### src/rtl/pe_weight_loader.sv
// Weight/bias stream distributor for the 3x3 convolution PE cores.
// Consumes one valid/ready word stream and hands each requested core nine
// serial weight shifts followed by one bias load, using one-hot strobes.
// All outputs are registered and change on the edge that accepts a beat.

module pe_weight_loader #(
    parameter int unsigned WEIGHT_WIDTH  = 16,
    parameter int unsigned FEATURE_WIDTH = 16,
    parameter int unsigned BIAS_WIDTH    = WEIGHT_WIDTH + FEATURE_WIDTH,
    parameter int unsigned KERNEL_SIZE   = 9,
    parameter int unsigned CORE_NUM      = 8,
    parameter int unsigned CNT_WIDTH     = $clog2(CORE_NUM + 1)
) (
    input  logic                    DSP_clk,
    input  logic                    rst_n,
    input  logic                    start,
    input  logic [CNT_WIDTH-1:0]    cfg_core_num,
    input  logic [BIAS_WIDTH-1:0]   s_data,
    input  logic                    s_valid,
    output logic                    s_ready,
    output logic [WEIGHT_WIDTH-1:0] weight,
    output logic [CORE_NUM-1:0]     weight_valid,
    output logic [BIAS_WIDTH-1:0]   bias,
    output logic [CORE_NUM-1:0]     bias_valid,
    output logic                    busy,
    output logic                    done
);

    localparam int unsigned WCntWidth = (KERNEL_SIZE > 1) ? $clog2(KERNEL_SIZE) : 1;

    typedef enum logic [1:0] {
        StIdle,
        StLoadW,
        StLoadB,
        StDone
    } state_e;

    state_e                 state_q;
    logic [WCntWidth-1:0]   w_cnt_q;
    logic [CNT_WIDTH-1:0]   core_idx_q;
    logic [CNT_WIDTH-1:0]   num_q;

    logic                   beat;
    logic                   last_weight;
    logic                   last_core;
    logic [CORE_NUM-1:0]    core_sel;
    logic [CNT_WIDTH-1:0]   cfg_num_clamped;

    // Beat acceptance, strobe target and load-boundary decodes
    always_comb begin
        beat            = s_valid && s_ready;
        last_weight     = (w_cnt_q == WCntWidth'(KERNEL_SIZE - 1));
        last_core       = (core_idx_q == (num_q - CNT_WIDTH'(1)));
        core_sel        = CORE_NUM'(1) << core_idx_q;
        cfg_num_clamped = (cfg_core_num > CNT_WIDTH'(CORE_NUM)) ? CNT_WIDTH'(CORE_NUM)
                                                                 : cfg_core_num;
    end

    // Load sequencer with registered strobes, data and handshake outputs
    always_ff @(posedge DSP_clk or negedge rst_n) begin
        if (!rst_n) begin
            state_q      <= StIdle;
            w_cnt_q      <= '0;
            core_idx_q   <= '0;
            num_q        <= '0;
            weight       <= '0;
            weight_valid <= '0;
            bias         <= '0;
            bias_valid   <= '0;
            done         <= 1'b0;
            s_ready      <= 1'b0;
            busy         <= 1'b0;
        end else begin
            // Strobes and done are single-cycle unless re-issued below
            weight_valid <= '0;
            bias_valid   <= '0;
            done         <= 1'b0;
            unique case (state_q)
                StIdle: begin
                    if (start) begin
                        busy <= 1'b1;
                        if (cfg_core_num == '0) begin
                            state_q <= StDone;
                            s_ready <= 1'b0;
                        end else begin
                            state_q    <= StLoadW;
                            s_ready    <= 1'b1;
                            num_q      <= cfg_num_clamped;
                            core_idx_q <= '0;
                            w_cnt_q    <= '0;
                        end
                    end
                end
                StLoadW: begin
                    if (beat) begin
                        weight       <= s_data[WEIGHT_WIDTH-1:0];
                        weight_valid <= core_sel;
                        if (last_weight) begin
                            w_cnt_q <= '0;
                            state_q <= StLoadB;
                        end else begin
                            w_cnt_q <= w_cnt_q + WCntWidth'(1);
                        end
                    end
                end
                StLoadB: begin
                    if (beat) begin
                        bias       <= s_data;
                        bias_valid <= core_sel;
                        if (last_core) begin
                            // Drop ready on the final beat so no extra word is taken
                            state_q <= StDone;
                            s_ready <= 1'b0;
                        end else begin
                            core_idx_q <= core_idx_q + CNT_WIDTH'(1);
                            state_q    <= StLoadW;
                        end
                    end
                end
                StDone: begin
                    // Done lands one cycle after the final bias strobe
                    done    <= 1'b1;
                    busy    <= 1'b0;
                    state_q <= StIdle;
                end
                default: begin
                    state_q <= StIdle;
                    s_ready <= 1'b0;
                    busy    <= 1'b0;
                end
            endcase
        end
    end

endmodule

### config.mk
export PLATFORM = sky130hd
export DESIGN_NAME = pe_weight_loader
export DESIGN_NICKNAME = d
export VERILOG_FILES = /design/src/rtl/pe_weight_loader.sv
export SDC_FILE = /design/constraint.sdc
export NUM_CORES = 1
export LEC_CHECK = 0
export CAP_MARGIN = 10
export CORE_MARGIN = 3
export CORE_UTILIZATION = 45
export DETAILED_ROUTE_END_ITERATION = 6
export PLACE_DENSITY = 0.75
export SYNTH_ARGS = -nofsm -noshare
export SYNTH_HDL_FRONTEND = slang
export SYNTH_SLANG_ARGS = --single-unit
### constraint.sdc
create_clock -name DSP_clk -period 2.67 [get_ports DSP_clk]
set_input_delay 0.801 -clock DSP_clk [delete_from_list [all_inputs] [get_ports DSP_clk]]
set_output_delay 0.801 -clock DSP_clk [all_outputs]
set_load 0.01 [all_outputs]
==> summary.md <==
| Metric | Value |
|---|---|
| Outcome | `completed` |
| Die area | `8560 sq um` |
| Post-DP HPWL | `5.52 mm` |
| Starting Density | `48.0%` |
| Worst Setup End Kind | `output pin` |
| PD cells | `771 nW/um^2` |
| Int Power | `2500 uW` |
| Wire per inst | `13.4 um` |
| CTS sink cnt | `81` |
| CTS Buf Count | `9` |
| Maximum vdd drop | `537 uV` |
| Hold Buf Count CTS | `0` |
| GRT Util Overall | `18.7%` |
| Final net count | `513` |
| Via count | `2679` |
| Number of flops mapped to enable cells by yosys | `0` |
| Height of the die | `92.5 um` |
| Commonest non-fill, non-tap cells in the layout | `nand2_1 (160), clkdlybuf4s50_1 (105), dfrtp_1 (81)` |
| Worst path required time | `1870 ps` |
| Synthesized cell area | `3370 sq um` |
| Max-slew violations | `0` |
| Core Area | `7020 sq um` |
| Comb pwr share | `32.2%` |
| # IOs | `107` |
| Max FO, Critical Path | `5` |
| Routed WL | `7.55 mm` |
| # setup viols final | `0` |
| CTS HTree Levels | `3` |
| Worst EP arrival | `1310 ps` |
| Max-cap viol count | `0` |
| Number of global-route vias before repair | `2720` |
| CTS tree | `yes` |
| IO buf count | `106` |
| Cell variety after synth | `40` |
| Clk slew on worst S/H paths | `80 ps` |
| Setup Buffers After CTS | `0` |
| Max-slew headroom | `67.8%` |
| Worst skew pair latency | `330 ps` |
| Tcrit/Tclk final | `79.1%` |
| Post-route setup slack | `559 ps` |
| Critical path class | `register to output pin` |
| Largest net degree at the start of global routing | `55` |
| Crit path max-delay family | `buffers and inverters` |
| Non-filler cells, final | `565` |
| First-pass GRT wire length | `12.6 mm` |
| Fillers | `584` |
| Root cell of the clock tree | `clkbuf_8` |
| Ant diodes | `0` |
| Sequential group share of total power | `44.6%` |
| Startpoint types | `register` |
| Asr flop ratio synth | `100%` |
| Primary FF master, synth | `dfrtp_1` |
| Synth-to-Final Area Change | `40.3%` |
| RSZ-0062 raised after global routing | `false` |
| Fmax | `474 MHz` |
| Leakage power | `0.00232 uW` |
| Clock power share | `23.2%` |
| Final hold viol count | `0` |
| Cells after Synth | `354` |
| Clock tree buffer depth | `2` |
| Register bit total from synthesis | `81` |
| GRT Residual Overflow | `0` |
| Fraction of power spent switching nets | `31.5%` |
| Pwr Total | `3650 uW` |
| DR DRC count | `0` |
| Total number of yosys warnings | `0` |
| Syn avg cell area | `9.52 sq um` |
| Post-layout minimum cycle time | `2110 ps` |
| Layout cell share with drive strength beyond 1 | `6.40%` |
| Final ANT Viol Nets | `0` |
| Worst Hold Class | `input pin to asynchronous set/reset pin` |
| Iteration-0 DRC Markers | `133` |
| Post-cts sizing count | `0` |
| Switching power | `1150 uW` |
| Initial antenna violation count | `0` |
| Crit path max-delay cell type | `clkdlybuf4s50_1` |
| Worst-Margin Slew | `483 ps` |
| Pre-antenna DRT Iters | `4` |
| Placed Cells incl. Taps | `549` |
| FP Rows | `30` |
| Final Wtd Congestion | `0.760` |
| CP peak stage delay | `560 ps` |
| Most common cell after layout, fill and taps aside | `nand2_1` |
| Worst path cell trace | `clkdlybuf4s50_1` |
| Via density | `4.74` |
| Seq/Total Area, Yosys | `60.2%` |
| Clock skew | `10.9 ps` |
| Final TNS setup | `0 ps` |
| Syn nets | `403` |
| Die X-Extent | `92.5 um` |
| Setup slack at placement | `244 ps` |
| Crit path buf inv count | `1` |
==> power by group through the flow <==
stage | clock network, uW | registers, uW | logic (uW)
finish | 844 | 1630 | 1180
floorplan | 0 | 1700 | 554
global route | 926 | 1660 | 1320
CTS | 870 | 1630 | 1200
global placement | 0 | 1640 | 1170
detailed placement | 0 | 1640 | 1190
==> synthesized netlist by cell type (all sizes together) (2+ instances only) <==
library cell	count	share of area (%)
dfrtp	81	60
o21ai	11	2.1
xor2	2	0.52
clkbuf	6	0.67
and2	2	0.37
inv	9	1.0
or2	3	0.63
buf	8	1.4
nor2	23	2.8
nand3	7	1.0
nand2	160	18
nand2b	6	1.2
xnor2	2	0.52
a22o	2	0.52
nor3	6	1.0
nand3b	2	0.45
nor2b	2	0.59
ha	9	3.3
o31ai	3	1.1
==> layer usage <==
metal  part of all wire [%]  track usage (%)
met3                    7.0             4.79
met1                     44             23.0
met5                      0                0
met2                     48             31.5
met4                    1.5             7.18
==> final cells by class <==
cell class / count / area, sq um / share of cell area [%]
inverters: 9 / 33.8 / 0.715
clock buffers: 11 / 131 / 2.78
clock inverters: 5 / 53.8 / 1.14
multi-input cells: 250 / 1240 / 26.2
flip-flops and latches: 81 / 2030 / 42.9
repair buffers: 113 / 1120 / 23.8
well taps: 96 / 120 / 2.54
==> registers in the layout (all words and copies together) (netlist names) <==
name / cells
bias: 32
bias_valid: 8
busy: 1
core_idx_q: 4
done: 1
num_q: 4
s_ready: 1
state_q: 2
w_cnt_q: 4
weight: 16
weight_valid: 8
==> worst paths after layout <==
path / slack (ps) / cells after the start / startpoint / end
max: 560 / 1 / s_ready$_DFFE_PN0P_ / s_ready
min: 370 / 1 / rst_n / s_ready$_DFFE_PN0P_
max reg2reg: 840 / 5 / core_idx_q[2]$_DFFE_PN0P_ / core_idx_q[1]$_DFFE_PN0P_
min reg2reg: 470 / 2 / weight[3]$_DFFE_PN0P_ / weight[3]$_DFFE_PN0P_
max in group asynchronous: 1710 / 2 / rst_n / weight_valid[4]$_DFF_PN0_
min in group DSP_clk: 470 / 2 / weight[3]$_DFFE_PN0P_ / weight[3]$_DFFE_PN0P_
==> cells by family after synthesis <==
| logic type | after synthesis | synth area share, % |
|---|---|---|
| flops | 81 | 60.2 |
| compound gates | 22 | 5.16 |
| buf+inv | 23 | 3.12 |
| simple gates | 214 | 26.5 |
| fa+ha+maj | 9 | 3.34 |
| xor+xnor | 5 | 1.71 |
==> through the flow <==
stage          util (%)  cell area [sq um]  hold WS (ps)
2_1_floorplan         -               3370           462
3_3_place_gp       64.7               4540           458
3_5_place_dp       64.7               4540           461
4_1_cts            67.3               4730           363
5_1_grt            67.3               4730           381
6_report           67.3               4730           370
Note: power is estimated with default switching activity, not from simulation.
==> RTL change (same settings) <==
The 4 states of `state_e` get a Gray code encoding in 2 bits.
--- a/src/rtl/pe_weight_loader.sv
+++ b/src/rtl/pe_weight_loader.sv
@@ -29,10 +29,10 @@
     localparam int unsigned WCntWidth = (KERNEL_SIZE > 1) ? $clog2(KERNEL_SIZE) : 1;
 
     typedef enum logic [1:0] {
-        StIdle,
-        StLoadW,
-        StLoadB,
-        StDone
+        StIdle  = 2'b00,
+        StLoadW = 2'b01,
+        StLoadB = 2'b11,
+        StDone  = 2'b10
     } state_e;
 
     state_e                 state_q;
Behaviour: same outputs for any inputs over 10 cycles, from zero or initial values and one cycle with rst_n low; not proved beyond that.
==> RTL change against the original RTL <==
  * Synthesized area rose by 1.4%
  * Final cell count grew 1.1%
  * Setup slack got worse by 0.052 ns
  * Sequential share of layout area down 0.58 points
  * Critical endpoint unchanged
  * Final area up 1.4%
  * Wire length grew 3.9%
  * Power grew 36%
  * Sequential cell count did not move
  * Largest cell class unchanged
==> RTL change: results (changes against the original RTL) <==
| Metric | Value |
|---|---|
| Status | finished, final reports clean |
| Initial antenna violation count | 0 (unchanged) |
| Yosys cell types | 41 (+2.5%) |
| Most frequent cells after synthesis | nand2_1 (157), dfrtp_1 (81), nor2_1 (12) |
| Peak VDD IR | 0.4965 mV (-7.6%) |
| Worst-Margin Slew | 0.5852 ns (+0.1026 ns) |
| Initial DRC count | 101 (-24%) |
| Crit-path max cell delay | 0.58 ns (+0.02 ns) |
| Syn nets | 404 (+0.25%) |
| Met2 Use GR | 30.11% (-1.4 points) |
| DP HPWL | 5.730 mm (+3.7%) |
| Fillers | 615 (+5.3%) |
| Met1 GRT Util | 25.09% (+2.1 points) |
| Reg2reg path depth | 6 (+1) |
| First-pass GRT wire length | 12.79 mm (+1.3%) |
| CTS Buf Count | 9 (unchanged) |
| RePlAce Congestion | 0.7842 (+3.1%) |
| LEAKAGE | 2.278 nW (-1.9%) |
| Critical path peak fanout | 6 (+1) |
| Clock Skew | 0.007070 ns (-0.003830 ns) |
| Clock buffer depth | 2 (unchanged) |
| Drt total wl | 7.846 mm (+3.9%) |
| Seq/Total Area, Yosys | 59.34% (-0.82 points) |
| Grt met3 use | 4.747% (-0.046 points) |
| Pin count of the biggest net entering global routing | 47 (-15%) |
| Share of layout cells above drive strength 1 | 7.415% (+1.0 points) |
[RTL change: logic make-up (layout without fill, tap and decap cells)]
| logic type | Yosys count | in the layout | synth area share [%] |
|---|---|---|---|
| compound gates | 22 | 22 | 4.432 |
| buf+inv | 25 | 142 | 3.480 |
| simple gates | 212 | 212 | 26.56 |
| fa+ha+maj | 9 | 9 | 3.297 |
| flops | 81 | 81 | 59.34 |
| mux | 1 | 1 | 0.4394 |
| xor+xnor | 5 | 5 | 2.454 |
[RTL change: layer usage]
metal	wire, um	vias to the layer above	part of all wire [%]
li1	-	1359	-
met1	3542	1295	45
met2	3669	89	47
met3	548	7	7.0
met4	85	0	1.1
met5	0	-	0
[RTL change: stage by stage]
step	util [%]	std cells	worst slack (ns)	instance area, um^2	power (mW)
6_report	65.72	571	0.5066	4792	4.959
5_1_grt	65.72	571	0.4108	4792	5.323
4_1_cts	65.72	571	0.4836	4792	5.025
3_5_place_dp	63.14	555	0.2125	4604	4.161
3_3_place_gp	63.14	555	0.2314	4604	4.085
2_1_floorplan	-	355	0.7987	3416	3.050
[RTL change: path summary, 6_finish.rpt]
path,end,start,slack (ns)
min,bias[25],rst_n,0.46
max in group asynchronous,weight[10],rst_n,1.61
min reg2reg,weight[10],weight[10],0.48
min in group DSP_clk,weight[10],weight[10],0.48
max,s_ready,s_ready,0.51
max reg2reg,core_idx_q[1],num_q[0],0.78
[RTL change: cell type report]
class,count,area share (%)
clock inverter,5,1.175
multi-input combinational,249,26.50
inverter,10,0.7833
tap,99,2.585
sequential,81,42.30
timing repair buffer,116,23.92
clock buffer,11,2.742
[RTL change: power breakdown]
part	switching [mW]	leakage [nW]	internal (mW)
combinational	0.986	1.14	1.11
sequential	0.342	1.04	1.67
clock	0.420	0.0933	0.431
total	1.75	2.28	3.21
